### src/rtl/core_mem_pkg.sv
// Shared types and helpers for the core memory arbiter and its FIFO.
package core_mem_pkg;

  typedef enum logic {
    ARB_ROUND_ROBIN    = 1'b0,
    ARB_FIXED_PRIORITY = 1'b1
  } arb_mode_e;

  localparam int MEM_ADDR_W = 21;
  localparam int MEM_DATA_W = 64;

  // Default-geometry request record; the arbiter redeclares it at its own widths.
  typedef struct packed {
    logic                  write;
    logic [MEM_ADDR_W-1:0] addr;
    logic [MEM_DATA_W-1:0] wdata;
  } mem_req_t;

  function automatic int port_id_w(input int n);
    return (n > 1) ? $clog2(n) : 1;
  endfunction

endpackage

### src/rtl/core_memory_arbiter_fifo.sv
// In-order FIFO of granted port ids; push and pop in the same cycle are legal even when full.
module port_id_fifo #(
  parameter int DEPTH = 4,
  parameter int WIDTH = 1,
  parameter int CNT_W = $clog2(DEPTH + 1)
) (
  input  logic             clk,
  input  logic             rst_n,
  input  logic             push,
  input  logic [WIDTH-1:0] din,
  input  logic             pop,
  output logic [WIDTH-1:0] dout,
  output logic [CNT_W-1:0] count,
  output logic             empty,
  output logic             full
);

  localparam int PTR_W = (DEPTH > 1) ? $clog2(DEPTH) : 1;

  logic [WIDTH-1:0] mem [DEPTH];
  logic [PTR_W-1:0] wr_ptr;
  logic [PTR_W-1:0] rd_ptr;
  logic             do_push;
  logic             do_pop;

  assign empty   = (count == '0);
  assign full    = (count == CNT_W'(DEPTH));
  assign do_pop  = pop && !empty;
  assign do_push = push && (!full || do_pop);
  assign dout    = mem[rd_ptr];

  always_ff @(posedge clk) begin
    if (do_push) mem[wr_ptr] <= din;
  end

  // Pointers wrap explicitly so non-power-of-two depths work.
  always_ff @(posedge clk or negedge rst_n) begin
    if (!rst_n) begin
      wr_ptr <= '0;
      rd_ptr <= '0;
      count  <= '0;
    end else begin
      if (do_push) wr_ptr <= (wr_ptr == PTR_W'(DEPTH - 1)) ? '0 : wr_ptr + 1'b1;
      if (do_pop)  rd_ptr <= (rd_ptr == PTR_W'(DEPTH - 1)) ? '0 : rd_ptr + 1'b1;
      count <= count + CNT_W'(do_push) - CNT_W'(do_pop);
    end
  end

endmodule

### src/rtl/core_memory_arbiter.sv
// N-port arbiter in front of the single memory bus port: grant, hold one request,
// track in-order outstanding transactions and route each response to its requester.
module core_memory_arbiter
  import core_mem_pkg::*;
#(
  parameter int NUM_PORTS       = 2,
  parameter int ADDR_W          = 21,
  parameter int DATA_W          = 64,
  parameter int MAX_OUTSTANDING = 4,
  parameter int ARB_MODE        = 0
) (
  input  logic                                 clk,
  input  logic                                 rst_n,
  input  logic [NUM_PORTS-1:0]                 req_valid,
  output logic [NUM_PORTS-1:0]                 req_ready,
  input  logic [NUM_PORTS-1:0]                 req_write,
  input  logic [NUM_PORTS*ADDR_W-1:0]          req_addr,
  input  logic [NUM_PORTS*DATA_W-1:0]          req_wdata,
  output logic                                 mem_req_valid,
  input  logic                                 mem_req_ready,
  output logic                                 mem_write,
  output logic [ADDR_W-1:0]                    mem_addr,
  output logic [DATA_W-1:0]                    mem_wdata,
  input  logic                                 mem_rsp_valid,
  input  logic [DATA_W-1:0]                    mem_rdata,
  output logic [NUM_PORTS-1:0]                 rsp_valid,
  output logic [DATA_W-1:0]                    rsp_data,
  output logic [$clog2(MAX_OUTSTANDING+1)-1:0] outstanding,
  output logic                                 err_sticky
);

  localparam int        PORT_ID_W = port_id_w(NUM_PORTS);
  localparam int        CNT_W     = $clog2(MAX_OUTSTANDING + 1);
  localparam arb_mode_e MODE      = arb_mode_e'(ARB_MODE);

  typedef struct packed {
    logic              write;
    logic [ADDR_W-1:0] addr;
    logic [DATA_W-1:0] wdata;
  } req_t;

  logic [PORT_ID_W-1:0] rr_ptr;
  logic [PORT_ID_W-1:0] grant_id;
  logic                 grant_any;
  logic                 can_accept;
  logic                 transfer;
  logic                 pop;
  logic                 fifo_empty;
  logic                 fifo_full;
  logic [PORT_ID_W-1:0] head_id;
  req_t                 req_sel;
  req_t                 req_q;

  assign pop        = mem_rsp_valid && !fifo_empty;
  assign can_accept = (!mem_req_valid || mem_req_ready) && (!fifo_full || pop);

  always_comb begin
    int idx;
    grant_any = 1'b0;
    grant_id  = '0;
    for (int i = 0; i < NUM_PORTS; i++) begin
      idx = (MODE == ARB_ROUND_ROBIN) ? int'(rr_ptr) + i : i;
      if (idx >= NUM_PORTS) idx = idx - NUM_PORTS;
      if (!grant_any && req_valid[idx]) begin
        grant_any = 1'b1;
        grant_id  = PORT_ID_W'(idx);
      end
    end
  end

  // rst_n gates the handshake so nothing is accepted while reset is held.
  assign transfer  = grant_any && can_accept && rst_n;
  assign req_ready = transfer ? (NUM_PORTS'(1) << grant_id) : '0;

  assign req_sel.write = req_write[grant_id];
  assign req_sel.addr  = req_addr[int'(grant_id)*ADDR_W +: ADDR_W];
  assign req_sel.wdata = req_wdata[int'(grant_id)*DATA_W +: DATA_W];

  always_ff @(posedge clk or negedge rst_n) begin
    if (!rst_n) begin
      mem_req_valid <= 1'b0;
      req_q         <= '0;
      rr_ptr        <= '0;
      err_sticky    <= 1'b0;
    end else begin
      if (transfer) begin
        mem_req_valid <= 1'b1;
        req_q         <= req_sel;
        if (MODE == ARB_ROUND_ROBIN)
          rr_ptr <= (grant_id == PORT_ID_W'(NUM_PORTS - 1)) ? '0 : grant_id + 1'b1;
      end else if (mem_req_ready) begin
        mem_req_valid <= 1'b0;
      end
      if (mem_rsp_valid && fifo_empty) err_sticky <= 1'b1;
    end
  end

  assign mem_write = req_q.write;
  assign mem_addr  = req_q.addr;
  assign mem_wdata = req_q.wdata;

  port_id_fifo #(
    .DEPTH (MAX_OUTSTANDING),
    .WIDTH (PORT_ID_W),
    .CNT_W (CNT_W)
  ) u_order_fifo (
    .clk   (clk),
    .rst_n (rst_n),
    .push  (transfer),
    .din   (grant_id),
    .pop   (pop),
    .dout  (head_id),
    .count (outstanding),
    .empty (fifo_empty),
    .full  (fifo_full)
  );

  assign rsp_valid = pop ? (NUM_PORTS'(1) << head_id) : '0;
  assign rsp_data  = mem_rdata;

endmodule

### config.mk
export PLATFORM = sky130hd
export DESIGN_NAME = core_memory_arbiter
export DESIGN_NICKNAME = d
export VERILOG_FILES = /design/src/rtl/core_mem_pkg.sv /design/src/rtl/core_memory_arbiter_fifo.sv /design/src/rtl/core_memory_arbiter.sv
export SDC_FILE = /design/constraint.sdc
export NUM_CORES = 1
export LEC_CHECK = 0
export ABC_AREA = 1
export CORE_AREA = 2 2 154 156
export CTS_CLUSTER_DIAMETER = 120
export CTS_CLUSTER_SIZE = 10
export DETAILED_ROUTE_END_ITERATION = 16
export DIE_AREA = 0 0 156 158
export GPL_ROUTABILITY_DRIVEN = 0
export SETUP_SLACK_MARGIN = 0.5
export SLEW_MARGIN = 20
export SYNTH_ARGS = -nofsm -noshare
export SYNTH_HDL_FRONTEND = slang
export SYNTH_HIERARCHICAL = 1
export SYNTH_SLANG_ARGS = --single-unit
### constraint.sdc
create_clock -name clk -period 3 [get_ports clk]
set_input_delay 0.6 -clock clk [delete_from_list [all_inputs] [get_ports clk]]
set_output_delay 0.6 -clock clk [all_outputs]
set_load 0.01 [all_outputs]
==> Word-level counts from Yosys, hierarchy flattened <==
Memories as Yosys holds them, arrays and structs flattened.
Index checks and enable logic that the tools add are counted.
{ "totals": {"input_bits": 242, "elab_cells": 71, "memories": 1, "ramBits": 4, "output_inout_bits": 159, "regBits": 96} }
{ "classes": {"mux": 23, "reduce_logical": 17, "order_cmp": 5, "addsub": 8, "eq_ne": 3, "mul": 1, "n_shift": 4} }
{ "memory_table": {"columns": ["name", "depth", "width", "rd", "rd_clocked_by_memory_dff", "write_ports", "line_no", "text"], "rows": [
  ["u_order_fifo.mem", 4, 1, 1, 0, 1, "core_memory_arbiter_fifo.sv:20", "logic [WIDTH-1:0] mem [DEPTH];"]
]} }
{ "ops": {"columns": ["op", "count"], "rows": [
  ["variable part select 128 x 8 -> 64 bit", 1],
  ["< comparator 32 x 3 -> 1 bit, second input constant", 2],
  ["two-way mux 32 bit", 2],
  ["variable part select 42 x 7 -> 21 bit", 1],
  ["two-way mux 1 bit", 17],
  ["logical AND 1 bit", 8],
  ["two-way mux 2 bit", 4],
  ["multiplier 1 x 5 -> 6 bit, second input constant", 1],
  ["adder 2 x 1 -> 2 bit, second input constant", 2],
  ["== test 2 bit, second input constant", 2],
  ["zero test 1 bit", 4],
  ["left shift 1 x 1 -> 2 bit, first input constant", 2],
  ["adder 3 x 1 -> 3 bit", 1],
  ["== test 3 bit, second input constant", 1],
  ["zero test 3 bit", 1],
  ["logical OR 1 bit", 3],
  ["subtractor 1 x 2 -> 3 bit, second input constant", 1],
  ["subtractor 2 x 2 -> 3 bit, second input constant", 1],
  ["subtractor 3 x 1 -> 3 bit", 1],
  ["adder 1 x 1 -> 2 bit, second input constant", 1],
  ["greater-or-equal comparator 1 x 2 -> 1 bit, second input constant", 1],
  ["greater-or-equal comparator 2 bit, second input constant", 1],
  ["< comparator 1 x 2 -> 1 bit, second input constant", 1],
  ["nonzero test 2 bit", 1],
  ["adder 1 bit, second input constant", 1]
]} }

==> Logic depth before layout (Yosys ltp) <==
{ "logic_depth": {"depth_word": 14, "mapped_depth": 15, "depth_no_buf": 14} }

==> Hierarchy <==
The synthesis kept the hierarchy.
{ "by_module_without_submodules": {"columns": ["module", "n_inst", "area_per_inst_um2", "cells_each", "seq_area_each_um2"], "rows": [
  ["core_memory_arbiter", 1, 5122.4, 742, 2227.1],
  ["port_id_fifo", 1, 631.9, 69, 295.3]
]} }

==> Worst setup path before layout <==
Ideal clock, no wire load.
{ "synth_timing": {"kind": "reg-to-reg", "startpoint": "register u_order_fifo.count[1]", "endpoint": "register u_order_fifo.count[2]", "required_ns": 2.878, "arrival_time_ns": 2.290, "slack_ns": 0.588, "setup_time_ns": 0.122, "path_stages_with_launch": 16, "period_less_slack_ns": 2.412, "path_buffers": 1, "path_cell_list": "dfrtp_1 > nor2_4 > nand2_2 > inv_1 > inv_1 > nand2_1 > nand2_1 > nand2_1 > nor2_4 > buf_2 > nand3b_1 > nand2_1 > ha_1 > inv_1 > fa_1 > xor2_1"} }
{ "synth_via": {"elab_chain_len": 10, "elab_cells_between_ends": 14, "classes_between": "2 x add/sub; 1 x eq/ne; 11 x reduce/logical"} }
{ "synth_rtl": {"columns": ["item", "line_no", "text"], "rows": [
  ["start, declared", "core_memory_arbiter_fifo.sv:13", "output logic [CNT_W-1:0] count,"],
  ["start signal, assigned", "core_memory_arbiter_fifo.sv:45", "count <= count + CNT_W'(do_push) - CNT_W'(do_pop);"],
  ["zero test 3 bit", "core_memory_arbiter_fifo.sv:26", "assign empty = (count == '0);"],
  ["net fifo_empty", "core_memory_arbiter.sv:48", "logic fifo_empty;"],
  ["zero test 1 bit", "core_memory_arbiter.sv:54", "assign pop = mem_rsp_valid && !fifo_empty;"],
  ["logical AND 1 bit", "core_memory_arbiter.sv:54", null],
  ["logical OR 1 bit", "core_memory_arbiter.sv:55", "assign can_accept = (!mem_req_valid || mem_req_ready) && (!fifo_full || pop);"],
  ["logical AND 1 bit", "core_memory_arbiter.sv:55", null],
  ["logical AND 1 bit (2 in series)", "core_memory_arbiter.sv:72", "assign transfer = grant_any && can_accept && rst_n;"],
  ["net transfer", "core_memory_arbiter.sv:46", "logic transfer;"],
  ["logical AND 1 bit", "core_memory_arbiter_fifo.sv:29", "assign do_push = push && (!full || do_pop);"],
  ["adder 3 x 1 -> 3 bit", "core_memory_arbiter_fifo.sv:45", null],
  ["subtractor 3 x 1 -> 3 bit", "core_memory_arbiter_fifo.sv:45", null]
]} }
The timed path passes the listed nets, and every way through them passes these cells.
A chain may end at the register's enable or synchronous reset.

==> Worst setup path in the final report <==
{ "layout_timing": {"startpoint": "input mem_req_ready", "endpoint": "output req_ready[1]"} }
{ "layout_via": {"elab_chain_len": 5} }
{ "layout_rtl": {"columns": ["item", "line_no", "text"], "rows": [
  ["start, declared", "core_memory_arbiter.sv:20", "input logic mem_req_ready,"],
  ["logical OR 1 bit", "core_memory_arbiter.sv:55", null],
  ["logical AND 1 bit", "core_memory_arbiter.sv:55", null],
  ["logical AND 1 bit (2 in series)", "core_memory_arbiter.sv:72", null],
  ["two-way mux 2 bit", "core_memory_arbiter.sv:73", "assign req_ready = transfer ? (NUM_PORTS'(1) << grant_id) : '0;"],
  ["end, declared", "core_memory_arbiter.sv:15", "output logic [NUM_PORTS-1:0] req_ready,"]
]} }
No other way between the ends.

==> summary.md <==
| Metric | Value |
|---|---|
| Final design utilization | 37.1% |
| Detailed-route wire length per cell | 13.6 microns |
| Final HPWL DP | 12.6 mm |
| Via/cell ratio | 4.25 |
| Core Rows | 56 |
| Status | finished clean |
| Slew headroom | 36.5% |
| Drt pass-1 iters | 4 |
| Post-synthesis net count | 1060 |
| Area Overhead vs Synth | 48.5% |
| Switch Pwr | 2150 uW |
| RSZ-0062 raised after global routing | no |
| Seq/Total Area, Yosys | 43.8% |
| R2R setup slack | 820 ps |
| Register bit total from synthesis | 100 |
| FILL cells | 2461 |
| Number of global-route vias before repair | 5346 |
| VDD IR max | 292 uV |
| DP Worst Slack | 151 ps |
| Max Cap Violations | 0 |
| RR Startpoint | u_order_fifo/count[0] |
| Die H | 158 microns |
| Initial DRC count | 218 |
| Hold Crit Class | primary input to asynchronous set/reset pin |
| Area post-placement | 8240 sq um |
| Placed cells | 1275 |
| Period utilization | 81.0% |
| Yosys cell types | 25 |
| Switching share of power | 35.8% |
| Final Non-Filler Cells | 1295 |
| Worst-path clk slew | 70 ps |
| Setup TNS | 0 ps |
| Largest net degree at the start of global routing | 88 |
| Clock power share | 18.6% |
| CP arrival | 1830 ps |
| Max clock buf depth | 2 |
| Crit-path max FO | 2 |
| Global-route wire length before repair | 27.0 mm |
| Mapped Area | 5750 sq um |
| YS warnings | 6 |
| Number of CTS-inserted buffers | 9 |
| Tightest Pin Transition | 953 ps |
| Comb pwr share | 45.6% |
| Total GRT Usage | 14.0% |
| Post-DRT Antenna Nets | 0 |
| Root Buffer | clkbuf_16 |
| Fmax | 412 MHz |
| CP Class | primary input to output pin |
| Clock Latency Late Sink | 340 ps |
| P_int | 3870 uW |
| Syn Area/Cell | 7.10 sq um |
| Vias post-DR | 5510 |
| Reg area | 2520 sq um |
| Die area | 24600 sq um |
| Power per cell area | 704 nW/um^2 |
| H-tree levels | 3 |
| Core area | 23100 sq um |
| Grt total ovfl | 0 |
| CTS tree | yes |
| # port buffers | 272 |
| R2r endpoint | u_order_fifo/count[2] |
| Die Width | 156 microns |
| Fin. Hold Viols | 0 |
| Overall routed net length | 17.7 mm |
| Period minus WS final | 2430 ps |
| Final setup fails | 0 |
| Layout Nets | 1249 |
| Antenna Cells | 0 |
| Starting density of the core | 25.0% |
| Initial antenna violation count | 0 |
| Design Area, Final | 8540 sq um |
| Sequential Power Share | 35.7% |
| DRC violations left | 0 |
| Reg2Reg Depth | 14 |
| Clk sinks | 100 |
| Num ports | 401 |
| Post-synthesis cell count | 811 |
| Area of the multi-input gates | 2450 sq um |
| Slew Limit Fails | 0 |
| CP Launch Type | primary input |
| Leakage power figure | 0.00430 uW |
| Final Skew | 11.5 ps |
| CP required | 2400 ps |
| Crit. End Element | output pin |
| Share of cells above drive strength 1 | 4.88% |
| Final setup margin | 571 ps |
==> timing repair <==
action | CTS | global route
buffers inserted | 0 | 4
pin swaps | 0 | 2
setup endpoints to repair | 4 | 2
resized for setup | 7 | 4
hold buffers | 0 | 0
==> per-layer routing <==
metal / share of wire (%) / track usage, % / up-vias
met5: 0 / 0 / -
met4: 3.3 / 6.86 / 0
met3: 7.5 / 3.81 / 43
met2: 48 / 24.4 / 194
met1: 41 / 15.8 / 2470
li1: - / - / 2803
==> critical path, stage by stage <==
cell             delay (ps)
clkdlybuf4s50_1         400
nor2_1                  240
inv_1                   130
nand3_4                 100
nor2_1                   50
dlygate4sd2_1           310
==> cell families after synthesis <==
logic type | Yosys count | synth area share (%)
flops | 100 | 43.8
fa+ha+maj | 7 | 1.65
simple gates | 564 | 39.8
compound gates | 5 | 0.522
xor+xnor | 1 | 0.152
buf+inv | 134 | 14.1
==> final cells by class <==
cell class              instances  area share, %
repair buffers                288           33.2
flip-flops and latches        100           29.6
multi-input cells             577           28.6
well taps                     290           4.25
clock buffers                  12           2.88
inverters                      24           1.05
clock inverters                 4          0.381
==> cell usage in the layout (no fill, tap or decap), types with 3 or more instances in the layout <==
master	count
nand2_4	3
dlygate4sd2_1	4
ha_1	6
edfxtp_1	4
inv_1	24
clkbuf_16	9
nand2_2	4
dfrtp_1	94
nand2_1	448
nand3_1	90
nor2_4	3
nor2_1	11
buf_4	17
clkdlybuf4s50_1	265
==> state kept, by name, indices dropped and copies added (netlist names) <==
register             cells
u_order_fifo/rd_ptr      2
u_order_fifo/count       3
mem_addr                21
mem_req_valid            1
mem_wdata               64
mem_write                1
u_order_fifo/wr_ptr      2
err_sticky               1
u_order_fifo/mem         4
rr_ptr                   1
==> cell usage after synthesis (all sizes together) <==
library cell  instances  share of area [%]
ha                    6                1.3
edfxtp                4                2.1
nand3b                1               0.13
xor2                  1               0.15
nor2                 15                1.4
nand3                92                8.2
o21a                  1               0.13
dfrtp                96                 42
o21ai                 3               0.26
inv                  24                1.6
a21o                  1               0.13
clkbuf               13               0.85
nand2               455                 30
or2                   1               0.11
buf                  97                 12
fa                    1               0.35
==> worst max path at each step <==
stage / cells after the start / endpoint / slack, ps / startpoint
after floorplan: 15 / u_order_fifo/count[2] / 590 / u_order_fifo/count[1]
after global placement: 8 / req_ready[0] / 170 / req_valid[0]
after detailed placement: 8 / req_ready[0] / 150 / req_valid[0]
after CTS: 11 / req_ready[0] / 390 / u_order_fifo/count[1]
after global routing: 6 / req_ready[1] / 500 / mem_req_ready
final: 6 / req_ready[1] / 570 / mem_req_ready
==> power groups by stage <==
stage / Sequential (uW) / Clock [uW] / Combinational, uW
after detailed placement: 2160 / 0 / 2750
after global routing: 2220 / 1220 / 3050
after floorplan: 2360 / 0 / 1110
after global placement: 2160 / 0 / 2730
final: 2150 / 1120 / 2750
after CTS: 2160 / 1180 / 2750
==> through the flow <==
stage / total power [uW] / hold slack [ps]
2_1_floorplan: 3480 / 304
3_3_place_gp: 4890 / 451
3_5_place_dp: 4910 / 457
4_1_cts: 6090 / 418
5_1_grt: 6490 / 454
6_report: 6020 / 396
Power figures use the tool's default switching activity.
